## config.mk

```make
export PLATFORM = sky130hd
export DESIGN_NAME = pcpi_fmul
export DESIGN_NICKNAME = d
export VERILOG_FILES = /design/src/rtl/fpu_defs.sv /design/src/rtl/fpu_round_pack.sv /design/src/rtl/pcpi_fmul.sv
export SDC_FILE = /design/constraint.sdc
export NUM_CORES = 2
export LEC_CHECK = 0
export ABC_AREA = 0
export BUFFER_PORTS_ARGS = -buffer_cell sky130_fd_sc_hd__buf_2
export CAP_MARGIN = 15
export CELL_PAD_IN_SITES_DETAIL_PLACEMENT = 1
export CELL_PAD_IN_SITES_GLOBAL_PLACEMENT = 2
export CORE_MARGIN = 2
export CORE_UTILIZATION = 45
export CTS_CLUSTER_SIZE = 25
export DETAILED_ROUTE_END_ITERATION = 10
export HOLD_SLACK_MARGIN = 0.06
export PLACE_DENSITY = 0.88
export SLEW_MARGIN = 0
export SYNTH_ARGS = -nofsm -noshare
export SYNTH_HDL_FRONTEND = slang
export SYNTH_HIERARCHICAL = 1
export SYNTH_SLANG_ARGS = --single-unit
```

## constraint.sdc

```tcl
create_clock -name clk -period 18 [get_ports clk]
set_input_delay 0.9 -clock clk [delete_from_list [all_inputs] [get_ports clk]]
set_output_delay 0.9 -clock clk [all_outputs]
set_load 0.005 [all_outputs]
```

## src/rtl/fpu_defs.sv

```systemverilog
// ---------------------------------------------------------------------------
// fpu_defs: shared definitions for the single-precision PCPI FPU units.
//   - FMUL.S decode constants (opcode, funct7) and a decode helper
//   - binary32 field widths, exponent bias, canonical NaN and inf patterns
//   - FSM state encoding shared by the multi-cycle units
// No ports (package).
// ---------------------------------------------------------------------------
package fpu_defs;

  localparam int EXP_W    = 8;
  localparam int MAN_W    = 23;
  localparam int EXP_BIAS = 127;

  localparam logic [6:0]  FMUL_OPCODE = 7'b1010011;
  localparam logic [6:0]  FMUL_FUNCT7 = 7'b0001000;

  localparam logic [31:0] CANON_NAN = 32'h7FC0_0000;
  localparam logic [31:0] POS_INF   = 32'h7F80_0000;
  localparam logic [31:0] NEG_INF   = 32'hFF80_0000;

  typedef enum logic [2:0] {
    ST_IDLE   = 3'd0,
    ST_UNPACK = 3'd1,
    ST_MUL    = 3'd2,
    ST_NORM   = 3'd3,
    ST_DONE   = 3'd4,
    ST_HOLD   = 3'd5
  } fsm_state_e;

  // rm[14:12] and the register fields do not take part in the match.
  function automatic logic is_fmul(input logic [6:0] funct7, input logic [6:0] opcode);
    return (opcode == FMUL_OPCODE) && (funct7 == FMUL_FUNCT7);
  endfunction

endpackage

```

## src/rtl/fpu_round_pack.sv

```systemverilog
// ---------------------------------------------------------------------------
// fpu_round_pack: combinational round-to-nearest-even, overflow/underflow
// clamp and binary32 field packing.
//   sign_i    result sign
//   exp_i     biased exponent before rounding (10-bit signed)
//   man_i     24-bit mantissa including the hidden bit (bit 23)
//   guard_i   first discarded bit
//   round_i   second discarded bit
//   sticky_i  OR of all remaining discarded bits
//   result_o  packed binary32 result
//   of_o      overflow (result clamped to signed inf)
//   uf_o      underflow (result flushed to signed zero)
//   nx_o      inexact
// ---------------------------------------------------------------------------
module fpu_round_pack
  import fpu_defs::*;
(
  input  logic              sign_i,
  input  logic signed [9:0] exp_i,
  input  logic [23:0]       man_i,
  input  logic              guard_i,
  input  logic              round_i,
  input  logic              sticky_i,
  output logic [31:0]       result_o,
  output logic              of_o,
  output logic              uf_o,
  output logic              nx_o
);

  logic              round_up;
  logic [24:0]       man_rnd;
  logic [MAN_W-1:0]  man_fin;
  logic signed [9:0] exp_fin;
  logic              inexact;

  always_comb begin
    // Ties go to the even mantissa: bump only if something beyond the
    // guard bit is set or the current LSB is odd.
    round_up = guard_i & (round_i | sticky_i | man_i[0]);
    man_rnd  = {1'b0, man_i} + {24'd0, round_up};
    inexact  = guard_i | round_i | sticky_i;

    // 1.111..1 + ulp carries into bit 24: the mantissa becomes 1.000..0
    // and the exponent goes up by one.
    if (man_rnd[24]) begin
      man_fin = man_rnd[23:1];
      exp_fin = exp_i + 10'sd1;
    end else begin
      man_fin = man_rnd[22:0];
      exp_fin = exp_i;
    end

    of_o = (exp_fin >= 10'sd255);
    uf_o = (exp_fin <= 10'sd0);
    nx_o = inexact | of_o | uf_o;

    if (of_o) begin
      result_o = {sign_i, 8'hFF, 23'd0};
    end else if (uf_o) begin
      result_o = {sign_i, 31'd0};
    end else begin
      result_o = {sign_i, exp_fin[EXP_W-1:0], man_fin};
    end
  end

endmodule

```

## src/rtl/pcpi_fmul.sv

```systemverilog
// ---------------------------------------------------------------------------
// pcpi_fmul: picorv32 PCPI coprocessor executing FMUL.S on raw binary32
// bit patterns held in integer registers. Round-to-nearest-even always,
// subnormal inputs and outputs flushed to signed zero.
//
// Handshake: an instruction is accepted on a clock edge where pcpi_valid is
// high, the FSM is idle and the insn decodes as FMUL.S. pcpi_wait is high
// from the cycle after acceptance until the result cycle; in the result
// cycle pcpi_ready and pcpi_wr are high for exactly one clock with pcpi_rd
// valid. pcpi_valid is not required to stay high after acceptance, and is
// ignored for one cycle after the result so a lagging valid cannot retrigger.
//
// Parameter MUL_STAGES (1..3): pipeline registers in the mantissa multiplier.
// Ports:
//   clk, resetn       clock, asynchronous active-low reset
//   pcpi_valid/insn/rs1/rs2   request from the core
//   pcpi_wr/rd/wait/ready     response to the core
//   dbg_state         current FSM state (fsm_state_e encoding)
//   fflags[4:0]       {NV,DZ,OF,UF,NX}, only when FMUL_FLAGS_EN is defined
// Optional feature macro: FMUL_FLAGS_EN.
// ---------------------------------------------------------------------------
module pcpi_fmul
  import fpu_defs::*;
#(
  parameter int MUL_STAGES = 1
) (
  input  logic        clk,
  input  logic        resetn,
  input  logic        pcpi_valid,
  input  logic [31:0] pcpi_insn,
  input  logic [31:0] pcpi_rs1,
  input  logic [31:0] pcpi_rs2,
  output logic        pcpi_wr,
  output logic [31:0] pcpi_rd,
  output logic        pcpi_wait,
  output logic        pcpi_ready,
  output logic [2:0]  dbg_state
`ifdef FMUL_FLAGS_EN
  ,
  output logic [4:0]  fflags
`endif
);

  localparam logic [1:0] MUL_LAST = 2'(MUL_STAGES - 1);

  fsm_state_e        state_q, state_d;
  logic [31:0]       rs1_q, rs1_d, rs2_q, rs2_d;
  logic              sign_q, sign_d;
  logic signed [9:0] exp_q, exp_d;
  logic [23:0]       man_a_q, man_a_d, man_b_q, man_b_d;
  logic              special_q, special_d;
  logic [31:0]       special_val_q, special_val_d;
  logic              nv_q, nv_d;
  logic [47:0]       prod_q [MUL_STAGES];
  logic [47:0]       prod_d [MUL_STAGES];
  logic [1:0]        mul_cnt_q, mul_cnt_d;
  logic [31:0]       res_q, res_d;
  logic              wr_q, wr_d, ready_q, ready_d, wait_q, wait_d;
  logic [31:0]       rd_q, rd_d;

  // Unpacked operand fields.
  logic [7:0]  ea, eb;
  logic [22:0] fa, fb;
  logic        zero_a, zero_b, inf_a, inf_b, nan_a, nan_b, snan_any;

  // Normalisation path.
  logic [47:0]       prod;
  logic signed [9:0] norm_exp;
  logic [23:0]       norm_man;
  logic              norm_g, norm_r, norm_s;
  logic [31:0]       rp_result;
  logic              rp_of, rp_uf, rp_nx;

  logic unused_insn;
  assign unused_insn = ^pcpi_insn[24:7];

  always_comb begin
    ea = rs1_q[30:23];
    eb = rs2_q[30:23];
    fa = rs1_q[22:0];
    fb = rs2_q[22:0];
    // Exponent zero covers true zero and subnormals, both treated as zero.
    zero_a   = (ea == 8'd0);
    zero_b   = (eb == 8'd0);
    inf_a    = (ea == 8'hFF) && (fa == 23'd0);
    inf_b    = (eb == 8'hFF) && (fb == 23'd0);
    nan_a    = (ea == 8'hFF) && (fa != 23'd0);
    nan_b    = (eb == 8'hFF) && (fb != 23'd0);
    snan_any = (nan_a && !fa[22]) || (nan_b && !fb[22]);
  end

  always_comb begin
    prod = prod_q[MUL_STAGES-1];
    // 1.x * 1.y lies in [1,4): bit 47 set means the product is >= 2.
    if (prod[47]) begin
      norm_man = prod[47:24];
      norm_g   = prod[23];
      norm_r   = prod[22];
      norm_s   = |prod[21:0];
      norm_exp = exp_q + 10'sd1;
    end else begin
      norm_man = prod[46:23];
      norm_g   = prod[22];
      norm_r   = prod[21];
      norm_s   = |prod[20:0];
      norm_exp = exp_q;
    end
  end

  fpu_round_pack u_round_pack (
    .sign_i   (sign_q),
    .exp_i    (norm_exp),
    .man_i    (norm_man),
    .guard_i  (norm_g),
    .round_i  (norm_r),
    .sticky_i (norm_s),
    .result_o (rp_result),
    .of_o     (rp_of),
    .uf_o     (rp_uf),
    .nx_o     (rp_nx)
  );

  always_comb begin
    state_d       = state_q;
    rs1_d         = rs1_q;
    rs2_d         = rs2_q;
    sign_d        = sign_q;
    exp_d         = exp_q;
    man_a_d       = man_a_q;
    man_b_d       = man_b_q;
    special_d     = special_q;
    special_val_d = special_val_q;
    nv_d          = nv_q;
    mul_cnt_d     = mul_cnt_q;
    res_d         = res_q;
    wr_d          = 1'b0;
    ready_d       = 1'b0;
    wait_d        = wait_q;
    rd_d          = rd_q;

    // Multiplier pipeline advances every cycle; its operands are stable
    // from UNPACK until the FSM leaves NORM.
    prod_d[0] = {24'd0, man_a_q} * {24'd0, man_b_q};
    for (int i = 1; i < MUL_STAGES; i++) begin
      prod_d[i] = prod_q[i-1];
    end

    unique case (state_q)
      ST_IDLE: begin
        if (pcpi_valid && is_fmul(pcpi_insn[31:25], pcpi_insn[6:0])) begin
          rs1_d   = pcpi_rs1;
          rs2_d   = pcpi_rs2;
          wait_d  = 1'b1;
          state_d = ST_UNPACK;
        end
      end
      ST_UNPACK: begin
        sign_d    = rs1_q[31] ^ rs2_q[31];
        exp_d     = $signed({2'b00, ea} + {2'b00, eb} - 10'd127);
        man_a_d   = zero_a ? 24'd0 : {1'b1, fa};
        man_b_d   = zero_b ? 24'd0 : {1'b1, fb};
        special_d = 1'b1;
        nv_d      = 1'b0;
        if (nan_a || nan_b) begin
          special_val_d = CANON_NAN;
          nv_d          = snan_any;
        end else if ((inf_a && zero_b) || (zero_a && inf_b)) begin
          special_val_d = CANON_NAN;
          nv_d          = 1'b1;
        end else if (inf_a || inf_b) begin
          special_val_d = sign_d ? NEG_INF : POS_INF;
        end else if (zero_a || zero_b) begin
          special_val_d = {sign_d, 31'd0};
        end else begin
          special_d     = 1'b0;
          special_val_d = 32'd0;
        end
        mul_cnt_d = 2'd0;
        state_d   = ST_MUL;
      end
      ST_MUL: begin
        mul_cnt_d = mul_cnt_q + 2'd1;
        if (mul_cnt_q == MUL_LAST) begin
          state_d = ST_NORM;
        end
      end
      ST_NORM: begin
        res_d   = special_q ? special_val_q : rp_result;
        state_d = ST_DONE;
      end
      ST_DONE: begin
        rd_d    = res_q;
        wr_d    = 1'b1;
        ready_d = 1'b1;
        wait_d  = 1'b0;
        state_d = ST_HOLD;
      end
      ST_HOLD: begin
        state_d = ST_IDLE;
      end
      default: begin
        state_d = ST_IDLE;
      end
    endcase
  end

  always_ff @(posedge clk or negedge resetn) begin
    if (!resetn) begin
      state_q       <= ST_IDLE;
      rs1_q         <= 32'd0;
      rs2_q         <= 32'd0;
      sign_q        <= 1'b0;
      exp_q         <= 10'sd0;
      man_a_q       <= 24'd0;
      man_b_q       <= 24'd0;
      special_q     <= 1'b0;
      special_val_q <= 32'd0;
      nv_q          <= 1'b0;
      mul_cnt_q     <= 2'd0;
      res_q         <= 32'd0;
      wr_q          <= 1'b0;
      ready_q       <= 1'b0;
      wait_q        <= 1'b0;
      rd_q          <= 32'd0;
      for (int i = 0; i < MUL_STAGES; i++) begin
        prod_q[i] <= 48'd0;
      end
    end else begin
      state_q       <= state_d;
      rs1_q         <= rs1_d;
      rs2_q         <= rs2_d;
      sign_q        <= sign_d;
      exp_q         <= exp_d;
      man_a_q       <= man_a_d;
      man_b_q       <= man_b_d;
      special_q     <= special_d;
      special_val_q <= special_val_d;
      nv_q          <= nv_d;
      mul_cnt_q     <= mul_cnt_d;
      res_q         <= res_d;
      wr_q          <= wr_d;
      ready_q       <= ready_d;
      wait_q        <= wait_d;
      rd_q          <= rd_d;
      for (int i = 0; i < MUL_STAGES; i++) begin
        prod_q[i] <= prod_d[i];
      end
    end
  end

  assign pcpi_wr    = wr_q;
  assign pcpi_ready = ready_q;
  assign pcpi_wait  = wait_q;
  assign pcpi_rd    = rd_q;
  assign dbg_state  = state_q;

`ifdef FMUL_FLAGS_EN
  // Flags for the result are captured alongside it in NORM and presented
  // with pcpi_ready. Special results are exact; only NV can be raised.
  logic [4:0] flags_res_q, flags_res_d;
  logic [4:0] fflags_q, fflags_d;

  always_comb begin
    flags_res_d = flags_res_q;
    fflags_d    = fflags_q;
    if (state_q == ST_NORM) begin
      if (special_q) begin
        flags_res_d = {nv_q, 4'b0000};
      end else begin
        flags_res_d = {1'b0, 1'b0, rp_of, rp_uf, rp_nx};
      end
    end
    if (state_q == ST_DONE) begin
      fflags_d = flags_res_q;
    end
  end

  always_ff @(posedge clk or negedge resetn) begin
    if (!resetn) begin
      flags_res_q <= 5'd0;
      fflags_q    <= 5'd0;
    end else begin
      flags_res_q <= flags_res_d;
      fflags_q    <= fflags_d;
    end
  end

  assign fflags = fflags_q;
`else
  logic unused_flags;
  assign unused_flags = rp_of ^ rp_uf ^ rp_nx ^ nv_q;
`endif

endmodule

```

== After elaboration in Yosys (flattened, before gate mapping) ==
Index checks and enable logic that the tools add are counted.

* Bitwise operators: 4
* $add $sub $neg: 6
* Order comparisons: 2
* Equal/unequal tests: 10
* Reduce and logical (&&, ||, !) cells: 27
* Multiplexer cells: 28
* Multipliers: 1

{| class="wikitable"
|+ Operator list
! kind !! number
|-
| 2-to-1 mux 32 bit || 6
|-
| 2-to-1 mux 24 bit || 3
|-
| 2-to-1 mux 31 bit || 2
|-
| multiplier 24 x 24 -> 48 bit || 1
|-
| logical NOT 23 bit || 2
|-
| nonzero test 23 bit || 2
|-
| adder 24 x 1 -> 25 bit || 1
|-
| 2-to-1 mux 23 bit || 1
|-
| OR reduction 22 bit || 1
|-
| OR reduction 21 bit || 1
|-
| adder 10 x 2 -> 10 bit (second input constant) || 2
|-
| 2-to-1 mux 10 bit || 2
|-
| equality test 8 bit (second input constant) || 2
|-
| logical NOT 8 bit || 2
|-
| one-hot mux 3 bit (5 select lines) || 1
|-
| greater-or-equal comparator 10 x 9 -> 1 bit (second input constant) || 1
|-
| less-or-equal comparator 10 x 1 -> 1 bit (second input constant) || 1
|-
| subtractor 9 x 7 -> 10 bit (second input constant) || 1
|-
| adder 8 x 8 -> 9 bit || 1
|-
| 2-to-1 mux 1 bit || 9
|-
| logical AND 1 bit || 8
|-
| equality test 7 x 4 -> 1 bit (second input constant) || 1
|-
| equality test 7 bit (second input constant) || 1
|-
| equality test 3 x 2 -> 1 bit (second input constant) || 2
|-
| 15 further kinds || 24
|}

* Word-level logic and storage cells: 93
* Input bits: 99
* Output and inout port bits: 38
* Flip-flop bits (word level): 275

== Longest topological paths before layout ==
* Depth after elaboration: 11
* Gate-level depth with buffers: 26
* Gate-level depth less buffers: 24

== By module ==
The synthesis kept the hierarchy.

{| class="wikitable"
|+ Modules (own cells, without submodules)
! module !! seq. area each (sq um) !! instances !! cells each !! area an instance (sq um)
|-
| pcpi_fmul || 6,155.9 || 1 || 3,003 || 28,912.7
|-
| fpu_round_pack || 0.0 || 1 || 216 || 1,323.8
|}

== Worst setup path before layout ==
Ideal clock, no wire load.

* Kind: reg2reg
* Start point: register man_b_q[3]
* End point: register prod_q (netlist bit prod[43])
* Path buffers: 1
* Clock period less this slack: 6,522 ps
* Path slack: 11,478 ps
* Arrival: 6,442 ps
* Cell stages (with the launch flop): 26
* Data required time: 17,920 ps
* Setup time: 80 ps
* Cell sequence: dfrtp_1 -> clkbuf_1 -> nand2_1 -> fa_1 -> inv_1 -> fa_1 -> inv_1 -> fa_1 -> inv_1 -> fa_1 -> inv_1 -> fa_1 -> inv_1 -> fa_1 -> inv_1 -> fa_1 -> inv_1 -> ha_1 -> a21o_1 -> a31o_1 -> a211oi_2 -> o221ai_2 -> a221oi_2 -> o21ai_2 -> a31oi_2 -> xnor2_1

{| class="wikitable"
|+ RTL lines
! element !! RTL line !! source
|-
| start, declared || pcpi_fmul.sv:50 || <nowiki>logic [23:0] man_a_q, man_a_d, man_b_q, man_b_d;</nowiki>
|-
| start signal, assigned || pcpi_fmul.sv:235 || <nowiki>man_b_q <= man_b_d;</nowiki>
|-
| end signal, assigned by index || pcpi_fmul.sv:246 || <nowiki>prod_q[i] <= prod_d[i];</nowiki>
|-
| end, declared || pcpi_fmul.sv:54 || <nowiki>logic [47:0] prod_q [MUL_STAGES];</nowiki>
|}

==> reports/metrics.cfg <==
[pwr]
power_leakage_nw = 16.4
power_mw = 1.20
ir_drop_v = 0.0000666
power_density_mw_per_mm2 = 36.7

[floorplan]
rows = 94
io_pins = 137
die_height_um = 263
die_area_mm2 = 0.0692
fp.dieW_um = 263
start_util = 0.457
coreArea_mm2 = 0.0661

[critical_path]
worstPathMaxFanout = 25
start_kind = register
cp_common_cell = fa_1
crit_path_cell_trace = and2_1 -> fa_1 -> fa_1 -> inv_1 -> fa_1 -> inv_1 -> fa_1 -> inv_1 -> fa_1 -> inv_1 -> fa_1 -> inv_1 -> fa_1 -> inv_1 -> ha_1 -> a21o_1 -> a31o_1 -> a211oi_2 -> o221ai_2 -> a221oi_2 -> o21ai_2 -> a31oi_2 -> xnor2_1
critPathKind = register to register
crit_family = adder cells
slowest_stage = dfrtp_1
arrival_ns = 8.13
timing.rr.end = prod[43]
r2r_cells = 23
r2r_start = man_b_q[2]
end_kind = register
critPathMaxStageDelay_ns = 1.06
reg2reg_slack_ns = 10.36
cp_num_buf_inv = 6
worstPathRequired_ns = 18.50

[placed_design]
port_buffers = 118
dpl.hpwl_um = 64700
gp_congestion = 0.895
dp_cells = 4077

[sta]
setup_tns_ns = 0
period_share = 0.424
fin_crit_ns = 7.64
finalHoldViolCount = 0
holdWs_ns = 0.293
setup_viol = 0
maxClockFrequency_mhz = 131
finalClockSkew_ns = 0.0164
slew_viol_final = 0
slew_headroom = 0.181
rsz0062_at_grt = no
worstMarginPinSlew_ns = 1.23

[clocking]
clk_path_buf_depth = 3
clkSinkCount = 246
cts_tree = done
cts_hold_buf = 0
cts-resized-gates = 0
post_cts_buffers = 0
worstSkewPairLatency_ns = 0.58
cts_buffers = 29
htree_levels = 1
clockRootBuffer = clkbuf_16
path_clk_slew_ns = 0.06

[global_routing]
antenna_found_initial = 0
grt_pass1_vias = 25500
grt_pass1_wl_um = 139000
grt_overflow_total = 0
grt_use_total = 0.254
grt_max_degree = 155

[route]
wl_per_cell_um = 20.9
routed_wl_um = 86300
remaining_drc_errors = 0
ant_nets = 0
drt_iter0_drc = 1082
dr.pass1.iters = 5
via_per_inst = 5.43
num_vias = 22400

[finish]
drive_gt1_frac = 0.109
area_delta_synth_final_pct = 8.02
fin_nets = 4019
seqCellArea_mm2 = 0.00616
stdcell_count = 4130
fillers = 7605
multiInputGateArea_mm2 = 0.0213
n_antenna_cell = 0

[synth]
ys_warn_count = 6
synth_area_per_cell_um2 = 9.40
syn_area_mm2 = 0.0302
synthCells = 3214
synth_fp_nets = 3989

[flow_run]
drv_cap = 0

[outcome]
status = completed

[hold_path]
hp-class = primary input to asynchronous set/reset pin

==> cells in the final DEF, fill, tap and decap left out, drive strengths merged, types with 64 or more instances in the layout <==
cell,n
a21oi,78
inv,573
ha,193
and2,309
buf,160
o21ai,120
fa,483
mux2,119
dfrtp,246
nor2,64
nand2,515
==> power breakdown <==
| part | leakage, nW | switching, mW | internal, mW | total [mW] |
|---|---|---|---|---|
| clock network | 0.498 | 0.241 | 0.381 | 0.622 |
| logic | 12.6 | 0.0147 | 0.00791 | 0.0226 |
| registers | 3.35 | 0.000437 | 0.554 | 0.554 |
==> metal layers <==
layer | global-route usage | wire length (um) | share of wire | up-vias
met5 | 0 | 0 | 0 | -
met4 | 0.0781 | 2850 | 0.033 | 0
met1 | 0.328 | 36100 | 0.42 | 11600
met2 | 0.442 | 42600 | 0.49 | 632
li1 | - | - | - | 9973
met3 | 0.0339 | 4820 | 0.056 | 194
==> worst max path at each step <==
stage / startpoint / to / cells after the start / slack [ns]
detailed placement: man_b_q[2] / prod[43] / 23 / 10.35
CTS: man_b_q[2] / prod[43] / 23 / 10.34
global placement: man_b_q[1] / prod[43] / 23 / 10.54
floorplan: man_b_q[3] / prod[43] / 25 / 11.48
global route: man_b_q[2] / prod[45] / 23 / 10.05
finish: man_b_q[2] / prod[43] / 23 / 10.36
==> worst reg2reg max path, delay by kind of cell, from the launching register on <==
| family | cells | cell delay, ns |
|---|---|---|
| adders and majority gates | 8 | 3.93 |
| AOI/OAI and AO/OA | 7 | 1.82 |
| DFF | 1 | 1.06 |
| buffers and inverters | 6 | 0.34 |
| and+or+nand+nor | 1 | 0.27 |
| xor gates and xnor gates | 1 | 0.14 |
==> per-stage QoR <==
| step | util | cell area, um2 | setup slack [ns] |
|---|---|---|---|
| global route | 0.494 | 32600 | 10.05 |
| CTS | 0.494 | 32600 | 10.34 |
| floorplan | - | 30200 | 11.48 |
| finish | 0.494 | 32600 | 10.36 |
| global placement | 0.478 | 31600 | 10.54 |
| detailed placement | 0.478 | 31600 | 10.35 |
==> final cells by class <==
class                   count  area share
inverters                 569      0.0655
clock buffers              42      0.0256
clock inverters            11     0.00571
multi-input cells        2238       0.653
flip-flops and latches    246       0.189
repair buffers            160      0.0285
well taps                 864      0.0331
==> flip-flops by register name, indices dropped and copies added, names as in the netlist, 2 cells and up <==
name	count
prod	48
dbg_state	3
pcpi_rd	32
res_q	32
special_val_q	3
rs1_q	32
man_b_q	24
rs2_q	32
man_a_q	24
mul_cnt_q	2
exp_q	10
Note: power is estimated with default switching activity, not from simulation.
